==> src/rtl/backbone_pkg.sv <==
// Shared fixed-point types for the backbone datapath.
// Operand, product and accumulator widths plus the saturating accumulate helper.
package backbone_pkg;

  localparam int DATA_W = 16;
  localparam int ACC_W  = 32;
  localparam int PROD_W = 2 * DATA_W;

  typedef logic signed [DATA_W-1:0] data_t;
  typedef logic signed [PROD_W-1:0] prod_t;
  typedef logic signed [ACC_W-1:0]  acc_t;
  typedef logic signed [ACC_W:0]    acc_wide_t;

  localparam acc_t ACC_MAX = {1'b0, {(ACC_W-1){1'b1}}};
  localparam acc_t ACC_MIN = {1'b1, {(ACC_W-1){1'b0}}};

  typedef enum logic [1:0] {
    ACC   = 2'd0,
    FLUSH = 2'd1,
    OUT   = 2'd2
  } mac_state_e;

  // One guard bit is enough: |prod| <= 2^(ACC_W-2) when ACC_W >= 2*DATA_W.
  function automatic acc_t sat_add_acc(
    input  acc_t  a,
    input  prod_t p,
    output logic  ovf
  );
    acc_wide_t sum;
    acc_t      res;
    sum = acc_wide_t'(a) + acc_wide_t'(p);
    ovf = 1'b0;
    if (sum > acc_wide_t'(ACC_MAX)) begin
      res = ACC_MAX;
      ovf = 1'b1;
    end else if (sum < acc_wide_t'(ACC_MIN)) begin
      res = ACC_MIN;
      ovf = 1'b1;
    end else begin
      res = sum[ACC_W-1:0];
    end
    return res;
  endfunction

endpackage

==> src/rtl/mac_accum_stream.sv <==
// Streaming dot-product accumulator with saturating acc and
// a registered valid/ready result port, one result per vector.
module mac_accum_stream
  import backbone_pkg::*;
#(
  parameter int DATA_W  = backbone_pkg::DATA_W,
  parameter int ACC_W   = backbone_pkg::ACC_W,
  parameter int MAX_LEN = 1024,
  localparam int CNT_W  = $clog2(MAX_LEN + 1)
) (
  input  logic                     clk,
  input  logic                     rst_n,
  input  logic                     in_valid,
  output logic                     in_ready,
  input  logic signed [DATA_W-1:0] in_a,
  input  logic signed [DATA_W-1:0] in_b,
  input  logic                     in_last,
  output logic                     out_valid,
  input  logic                     out_ready,
  output logic signed [ACC_W-1:0]  out_acc,
  output logic [CNT_W-1:0]         out_count,
  output logic                     out_ovf
);

  mac_state_e       state;
  prod_t            prod;
  logic             s1_valid;
  logic             s1_last;
  acc_t             acc;
  acc_t             acc_sum;
  logic             sum_ovf;
  logic             ovf;
  logic [CNT_W-1:0] count;
  logic             in_fire;
  logic             out_fire;

  assign in_fire  = in_valid && in_ready;
  assign out_fire = out_valid && out_ready;

  always_comb begin
    sum_ovf = 1'b0;
    acc_sum = sat_add_acc(acc, prod, sum_ovf);
  end

  // S1: multiply stays inline for DSP mapping.
  always_ff @(posedge clk or negedge rst_n) begin
    if (!rst_n) begin
      prod     <= '0;
      s1_valid <= 1'b0;
      s1_last  <= 1'b0;
    end else begin
      s1_valid <= in_fire;
      s1_last  <= in_fire && in_last;
      if (in_fire) begin
        prod <= prod_t'(in_a) * prod_t'(in_b);
      end
    end
  end

  // S2 accumulate plus beat count.
  always_ff @(posedge clk or negedge rst_n) begin
    if (!rst_n) begin
      acc   <= '0;
      ovf   <= 1'b0;
      count <= '0;
    end else if (out_fire) begin
      acc   <= '0;
      ovf   <= 1'b0;
      count <= '0;
    end else begin
      if (s1_valid) begin
        acc <= acc_sum;
        ovf <= ovf | sum_ovf;
      end
      if (in_fire && count != CNT_W'(MAX_LEN)) begin
        count <= count + 1'b1;
      end
    end
  end

  always_ff @(posedge clk or negedge rst_n) begin
    if (!rst_n) begin
      state     <= ACC;
      in_ready  <= 1'b0;
      out_valid <= 1'b0;
    end else begin
      unique case (state)
        ACC: begin
          if (in_fire && in_last) begin
            state    <= FLUSH;
            in_ready <= 1'b0;
          end else begin
            in_ready <= 1'b1;
          end
        end
        FLUSH: begin
          state     <= OUT;
          out_valid <= 1'b1;
        end
        OUT: begin
          if (out_ready) begin
            state     <= ACC;
            out_valid <= 1'b0;
            in_ready  <= 1'b1;
          end
        end
        default: begin
          state     <= ACC;
          in_ready  <= 1'b0;
          out_valid <= 1'b0;
        end
      endcase
    end
  end

  assign out_acc   = acc;
  assign out_count = count;
  assign out_ovf   = ovf;

  logic unused;
  assign unused = s1_last;

endmodule

==> config.mk <==
export PLATFORM = sky130hd
export DESIGN_NAME = mac_accum_stream
export DESIGN_NICKNAME = d
export VERILOG_FILES = /design/src/rtl/backbone_pkg.sv /design/src/rtl/mac_accum_stream.sv
export SDC_FILE = /design/constraint.sdc
export NUM_CORES = 1
export LEC_CHECK = 0
export CORE_MARGIN = 2
export CORE_UTILIZATION = 63
export DETAILED_ROUTE_END_ITERATION = 12
export PLACE_DENSITY = 0.83
export REMOVE_ABC_BUFFERS = 1
export SETUP_SLACK_MARGIN = 0.3
export SLEW_MARGIN = 20
export SYNTH_ARGS = -nofsm -noshare
export SYNTH_HDL_FRONTEND = slang
export SYNTH_SLANG_ARGS = --single-unit
==> constraint.sdc <==
create_clock -name clk -period 4.2 [get_ports clk]
set_input_delay 0.84 -clock clk [delete_from_list [all_inputs] [get_ports clk]]
set_output_delay 0.84 -clock clk [all_outputs]
set_load 0.02 [all_outputs]
[Word-level counts from Yosys, hierarchy flattened]
Index checks and enable logic that the tools add are counted.
Operators by class
  add/subtract/negate cells: 2
  multiply operators: 1
  order comparisons: 2
  equal/unequal tests: 5
  muxes and demuxes: 18
  bitwise gates (word level): 3
  reductions and logical operators: 10
Operators by type and width (count)
  32-bit 2-to-1 mux: 4
  32-bit by 32-bit adder with 33-bit output: 1
  33-bit by 32-bit greater-than comparator with 1-bit output (second input constant): 1
  33-bit by 32-bit < comparator with 1-bit output (second input constant): 1
  16-bit by 16-bit multiplier with 32-bit output: 1
  11-bit 2-to-1 mux: 2
  11-bit by 1-bit adder with 11-bit output (second input constant): 1
  11-bit != test (second input constant): 1
  1-bit 2-to-1 mux: 7
  1-bit one-hot mux with 3 select lines: 2
  2-bit one-hot mux with 3 select lines: 1
  2-bit AND reduction: 3
  1-bit logical AND: 4
  2-bit 2-to-1 mux: 2
  2-bit != test (second input constant): 2
  2-bit nonzero test: 2
  2-bit by 1-bit equality test with 1-bit output (second input constant): 1
  2-bit equality test (second input constant): 1
  2-bit zero test: 1
  1-bit inverter: 2
  1-bit OR: 1
Storage, ports and cells
  register bits after elaboration: 81
  input bits: 37

[Logic depth before layout (Yosys ltp)]
Gate-level depths: netlist (run 1).
  depth in word-level cells: 7
  mapped depth: 24
  depth with buffers taken out: 23

[Worst setup path before layout (run 1)]
OpenSTA, ideal clock, no wires.
  path type: input to register
  from: input port in_a[15]
  to: register prod[31]
  library setup time: 0.122 ns
  data arrival time: 6.267 ns
  required time: 4.078 ns
  slack: -2.189 ns
  cell stages on the path: 20
  cell sequence: clkbuf_1 -> nand2_1 -> inv_1 -> fa_1 -> fa_1 -> fa_1 -> fa_1 -> fa_1 -> inv_1 -> fa_1 -> inv_1 -> ha_1 -> and2_1 -> and3_1 -> nand2_1 -> a2111oi_0 -> nor3b_1 -> o21ai_0 -> mux2i_1 -> nand2_1
Between the ends
  word-level cells in the longest chain between the ends: 1
Ends and longest elaborated chain
  start: declaration: RTL line mac_accum_stream.sv:15  | input logic signed [DATA_W-1:0] in_a,
  16-bit by 16-bit multiplier with 32-bit output: RTL line mac_accum_stream.sv:55  | prod <= prod_t'(in_a) * prod_t'(in_b);
  end signal: assignment: RTL line mac_accum_stream.sv:55
  end: declaration: RTL line mac_accum_stream.sv:26  | prod_t prod;
Every way passes these cells.
A chain may end at the register's enable or synchronous reset.

[Worst setup path in the final report (run 1)]
  from: input port in_b[9]
  to: register prod[31]
Between the ends
  word-level cells in the longest chain between the ends: 1
Ends and longest elaborated chain
  start: declaration: RTL line mac_accum_stream.sv:16  | input logic signed [DATA_W-1:0] in_b,
  16-bit by 16-bit multiplier with 32-bit output: RTL line mac_accum_stream.sv:55
Every way passes these cells.

==> results.sh, run 1 <==
export IMPL_dp_hpwl_um=30700
export IMPL_met3_usage=0.174
export IMPL_ys_flop_type="dfrtp_1"
export IMPL_drt_initial_drc_count=1887
export IMPL_max_slew_worst_pin_slew_ns=0.740
export IMPL_clockBufferDepth=2
export IMPL_dp_slack_ns=-2.90
export IMPL_synth_edf_count=0
export IMPL_drv_cap=0
export IMPL_path_clk_slew_ns=0.06
export IMPL_synth_simple_area_share=0.155
export IMPL_drive_gt1_frac=0.258
export IMPL_numCtsBuffers=9
export IMPL_ios=83
export IMPL_antenna_found_initial=5
export IMPL_synth_most_common_cell="inv_1"
export IMPL_place_gp_congestion=0.940
export IMPL_slew_headroom=0.504
export IMPL_numPortBuffers=82
export IMPL_hold_end="out_ovf"
export IMPL_nets=2354
export IMPL_reg2reg_from="out_acc[1]"
export IMPL_h_tree_depth=3
export IMPL_drc_errors=0
export IMPL_synthTopCellsByCount="inv_1 (307), fa_1 (263), nand2_1 (207)"
export IMPL_cts_tree="done"
export IMPL_synth_seq_cells=81
export IMPL_end_kind="flip-flop"
export IMPL_die_y_um=158
export IMPL_grt_pass1_wl_um=82200
export IMPL_syn_cell_area_um2=14900
export IMPL_die_w_um=158
export IMPL_synth_xor_area_share=0.0399
export IMPL_final_hold_viol_count=0
export IMPL_min_period_ns=6.52
export IMPL_yosysWarnings=0
export IMPL_critPathKind="in2reg"
export IMPL_avgRoutedWirePerCell_um=23.9
export IMPL_r2r_end="out_acc[8]"
export IMPL_synth_compound_area_frac=0.125
export IMPL_setup_viol=26
export IMPL_drt_total_wl_um=54100
export IMPL_clk_latency_ns=0.35
export IMPL_status="finished, violations left"
export IMPL_clockRootBuffer="clkbuf_16"
export IMPL_synth_area_leaders="fa_1 (35%), dfrtp_1 (14%), ha_1 (9.7%)"
export IMPL_cp_start_kind="primary input"
export IMPL_synth_top_area_frac=0.353
export IMPL_synth_top_family_by_area="adder cells"
export IMPL_crit_fanout=3
export IMPL_first_global_vias=15500
export IMPL_ant_nets=0
export IMPL_violations="setup timing"
export IMPL_fin_util=0.825
export IMPL_hold_path_class="reg2reg"
export IMPL_grt_max_degree=57
export IMPL_grt_busiest_layer="met2"
export IMPL_use_met2=0.677
export IMPL_skew_ns=0.00670
export IMPL_syn_area_per_cell_um2=9.03
export IMPL_rr_worst_depth=11
export IMPL_finalCritPeriodShare=1.55
export IMPL_via_per_inst=6.39
export IMPL_async_flop_share=1.00
export IMPL_track_usage=0.438
export IMPL_crit_arrival_ns=6.76
export IMPL_muxShareOfSynthArea=0.00134
export IMPL_fmax_ghz=0.153
export IMPL_grtUsageMet1=0.494
export IMPL_seq_area_frac_synth=0.136
export IMPL_area_delta_synth_final_pct=28.9
export IMPL_yosys_area_share_adder=0.450
export IMPL_rsz0062_at_grt="yes"
export IMPL_overflow=0
export IMPL_hold_ws_ns=0.500
export IMPL_rows=56
export IMPL_cp_required_ns=4.44
export IMPL_clock_sinks=81
export IMPL_firstDrtPassIters=8
export IMPL_core_area_um2=23300
export IMPL_nFillCells=1145
export IMPL_hold_depth=2
export IMPL_r2r_slack_ns=0.56
export IMPL_timing_final_ws_setup_ns=-2.32
export IMPL_synth_top_area_cell="fa_1"
export IMPL_synth_cell_types=63
export IMPL_holdBufCountCts=0
export IMPL_report_final_slew_viol_count=0
export IMPL_min_from="out_ovf"
export IMPL_dr_total_vias=14500
export IMPL_setup_tns_final_ns=-46.99
export IMPL_dieArea_um2=24900
export IMPL_syn_inst=1653
export IMPL_start_util=0.640
## layout make-up
cell class	instances	area (um^2)	share of cell area
multi-input combinational	1208	12400	0.644
timing repair buffer	331	2950	0.153
clock inverter	5	62.6	0.00325
inverter	307	1160	0.0601
sequential	81	2030	0.105
clock buffer	11	253	0.0131
antenna	3	7.51	0.000390
tap	319	399	0.0207
## kinds of logic after synthesis
kind of cell | Yosys count
adder cells (fa/ha/maj) | 379
AND/OR/NAND/NOR | 475
buffers and inverters | 364
flip-flops | 81
multiplexers | 2
XOR/XNOR | 68
AO/OA/AOI/OAI | 284
## what timing repair did
action	4_1_cts	5_1_grt
gates cloned	7	0
endpoints found under the hold margin	0	0
setup buffers	48	6
gates resized for setup	398	55
pin swaps	179	49
setup endpoints to repair	28	27
## per-layer routing
metal / vias up / wire, um / part of all wire
li1: 5788 / - / -
met1: 6947 / 17500 / 0.32
met2: 1161 / 25100 / 0.46
met3: 571 / 6250 / 0.12
met4: 8 / 5100 / 0.094
met5: - / 194 / 0.0036
## through the flow
step           area, um^2  cells
6_report            19200   2265
2_1_floorplan       14700   1596
4_1_cts             18900   2256
5_1_grt             19200   2264
3_5_place_dp        17400   2185
3_3_place_gp        17400   2185
## worst max-delay path, cell delays in order
cell and delay (ns):
clkdlybuf4s15_1 0.24, nand2_1 0.11, fa_1 0.52, inv_2 0.06
fa_1 0.53, inv_1 0.09, fa_1 0.81, inv_1 0.13
fa_2 0.51, fa_1 0.57, inv_1 0.06, fa_1 0.53
inv_2 0.05, ha_4 0.27, o211a_1 0.17, o211ai_1 0.16
a2111oi_2 0.44, buf_4 0.20, nor3b_2 0.04, o21ai_1 0.17
mux2i_1 0.19, nand2_1 0.06
## cell usage in the layout, fill, tap and decap left out, drive strengths merged, types with 10 or more instances in the layout
master / n
dfrtp: 81
nand2: 208
o21bai: 10
nand3: 18
clkdlybuf4s50: 50
o21a: 14
xor2: 31
and2: 131
o21ai: 90
nor2: 53
a21o: 32
fa: 263
a211oi: 10
inv: 307
ha: 116
nand2b: 15
buf: 274
a31oi: 18
clkbuf: 13
a21oi: 54
nor2b: 11
xnor2: 37
o211ai: 25
## flip-flops by register name (all words and copies together) (netlist names)
signal,flops
in_ready,1
out_acc,32
s1_valid,1
out_valid,1
out_ovf,1
state,2
prod,32
out_count,11
## how the worst max path moves through the flow
stage,startpoint,endpoint,slack [ns],cells after the start
finish,in_b[9],prod[31],-2.32,22
global route,in_a[2],prod[29],-2.45,26
CTS,in_a[5],prod[31],-1.70,23
detailed placement,in_b[4],prod[31],-2.90,22
global placement,in_b[4],prod[31],-2.78,22
floorplan,in_b[1],prod[31],-1.95,19
Power of run 1 is left out: the tool's default activity adds up to more than one toggle a clock period on the data nets, which glitch-free logic cannot reach.
==> inputs of run 2 (changes only) <==
Settings changed: CORE_UTILIZATION 63 to 67, DONT_BUFFER_PORTS from default to 1.
==> run 2 against run 1 <==
  * The flow still finishes with violations (setup timing)
  * Fmax grew 11%
  * Die area decreased by 5.8%
  * Sequential share of layout area up 1.3 points
  * Utilization fell by 3.9 points
  * Register-to-register slack worse by 0.10 ns
  * Worst hold slack lost 0.31 ns
  * Global-route usage fell by 7.9 points
  * Critical path depth down 1
  * Final cell count down 11%
  * First-iteration DRC count is 49% lower
  * Clock-buffer cell count did not move
  * Critical path type unchanged
  * Largest cell class unchanged
==> results.sh, run 2 (synthesis gave the netlist of run 1 again) <==
export IMPL_status="finished, violations left"
export IMPL_violations="setup timing"
export IMPL_crit_arrival_ns=6.06
export IMPL_final_hold_viol_count=0
export IMPL_via_per_inst=6.18
export IMPL_r2r_end="out_acc[22]"
export IMPL_r2r_slack_ns=0.46
export IMPL_firstDrtPassIters=6
export IMPL_fmax_ghz=0.171
export IMPL_critPathKind="in2reg"
export IMPL_start_util=0.684
export IMPL_slowest_delay_ns=0.67
export IMPL_report_final_slew_viol_count=0
export IMPL_cp_start_kind="primary input"
export IMPL_overflow=0
export IMPL_setup_viol=24
export IMPL_ant_nets=0
export IMPL_finalCritPeriodShare=1.40
export IMPL_ios=83
export IMPL_insertedDiodeCount=0
export IMPL_numPortBuffers=0
export IMPL_drt_total_wl_um=42000
export IMPL_numCtsBuffers=9
export IMPL_place_gp_congestion=0.912
export IMPL_clk_latency_ns=0.34
export IMPL_clockBufferDepth=2
export IMPL_critical_path_top_delay_family="adder cells"
export IMPL_die_w_um=153
export IMPL_min_period_ns=5.86
export IMPL_cp_required_ns=4.40
export IMPL_nets=2148
export IMPL_nFillCells=1306
export IMPL_slew_headroom=0.324
export IMPL_critical_path_slowest_cell="fa_2"
export IMPL_drc_errors=0
export IMPL_rows=54
export IMPL_h_tree_depth=3
export IMPL_dp_hpwl_um=29800
export IMPL_final_cell_mix="inv_1 (271), fa_1 (247), nand2_1 (199)"
export IMPL_dp_slack_ns=-2.29
export IMPL_wl_met1_um=16000
export IMPL_topRoutingLayerUsed="met4"
export IMPL_end_kind="flip-flop"
export IMPL_track_usage=0.358
export IMPL_area_delta_synth_final_pct=15.0
export IMPL_crit_cells=21
export IMPL_path_buf_inv=7
export IMPL_drive_gt1_frac=0.177
export IMPL_rsz0062_at_grt="yes"
export IMPL_detailroute_wirelength_met2_um=21200
export IMPL_clockRootBuffer="clkbuf_16"
export IMPL_dr_total_vias=12500
export IMPL_cts_tree="done"
export IMPL_rr_worst_depth=10
export IMPL_holdBufCountCts=0
export IMPL_crit_top_cell="fa_1"
export IMPL_reg2reg_from="out_acc[8]"
export IMPL_hold_path_class="in2async"
export IMPL_drt_initial_drc_count=968
export IMPL_die_y_um=153
export IMPL_first_global_vias=13400
export IMPL_clock_sinks=81
export IMPL_dr_wl_met3_um=3280
export IMPL_final_common_cell="inv_1"
export IMPL_avgRoutedWirePerCell_um=20.8
export IMPL_drv_cap=0
export IMPL_timing_final_ws_setup_ns=-1.66
export IMPL_antenna_found_initial=0
export IMPL_grt_pass1_wl_um=67300
export IMPL_dieArea_um2=23500
export IMPL_max_slew_worst_pin_slew_ns=1.01
export IMPL_skew_ns=0.00694
export IMPL_crit_chain="nand2_8, inv_4, fa_2, buf_12, buf_6, fa_1, fa_1, fa_1, fa_1, inv_1, fa_1, inv_1, ha_1, buf_4, nand3_1, buf_4, a211o_1, nand2_2, a21oi_2, xor2_1, o21ai_1"
export IMPL_path_clk_slew_ns=0.06
export IMPL_crit_fanout=16
export IMPL_core_area_um2=21800
export IMPL_grt_max_degree=82
==> run 2: changes by cell type in the layout (fill, tap and decap cells not counted), sizes merged <==
cell	before	now
clkinv	1	2
clkinvlp	3	0
buf	274	125
bufbuf	1	0
clkbuf	13	11
clkdlybuf4s50	50	0
clkdlybuf4s15	4	0
bufinv	1	3
diode	3	0
==> run 2: worst max path at each step <==
| stage | from | end | slack [ns] |
|---|---|---|---|
| 6_report | in_b[1] | prod[25] | -1.66 |
| 5_1_grt | in_b[4] | prod[31] | -1.83 |
| 4_1_cts | in_b[3] | prod[30] | -1.54 |
| 3_5_place_dp | in_b[1] | prod[31] | -2.29 |
| 3_3_place_gp | in_b[4] | prod[31] | -2.15 |
| 2_1_floorplan | in_b[1] | prod[31] | -1.95 |
==> run 2: worst register-to-register path, delay by kind of cell, from the launching register on <==
| family | cells | cell delay, ns |
|---|---|---|
| AOI/OAI and AO/OA | 4 | 1.55 |
| adders and majority gates | 1 | 0.48 |
| DFF | 1 | 0.50 |
| and+or+nand+nor | 5 | 1.03 |
==> run 2: layout make-up <==
cell class	count	area, um^2	share of cell area
clock buffer	11	233	0.0136
clock inverter	5	104	0.00605
inverter	307	1160	0.0675
multi-input combinational	1208	12200	0.714
sequential	81	2030	0.118
tap	280	350	0.0204
timing repair buffer	125	1040	0.0605
==> run 2: metal layers <==
layer | up-vias | global-route usage
li1 | 5364 | -
met1 | 6272 | 0.465
met2 | 659 | 0.610
met3 | 161 | 0.0624
met4 | 0 | 0.131
met5 | - | 0
==> run 2: repair_timing <==
action / 4_1_cts / 5_1_grt
resized for setup: 169 / 50
hold endpoints to repair: 0 / 0
endpoints found under the setup margin: 26 / 41
gates cloned: 0 / 0
buffers inserted: 12 / 9
pin swaps: 155 / 60
==> run 2: through the flow <==
stage	util	cell area, um^2	std cells	TNS [ns]	hold WS [ns]
6_report	0.786	17200	2017	-31.43	0.189
5_1_grt	0.786	17200	2017	-34.49	0.176
4_1_cts	0.774	16900	2008	-28.95	0.183
3_5_place_dp	0.725	15800	1980	-45.05	0.480
3_3_place_gp	0.725	15800	1980	-42.84	0.479
2_1_floorplan	-	14700	1596	-36.44	0.443
Power of run 2 is left out for the same reason.
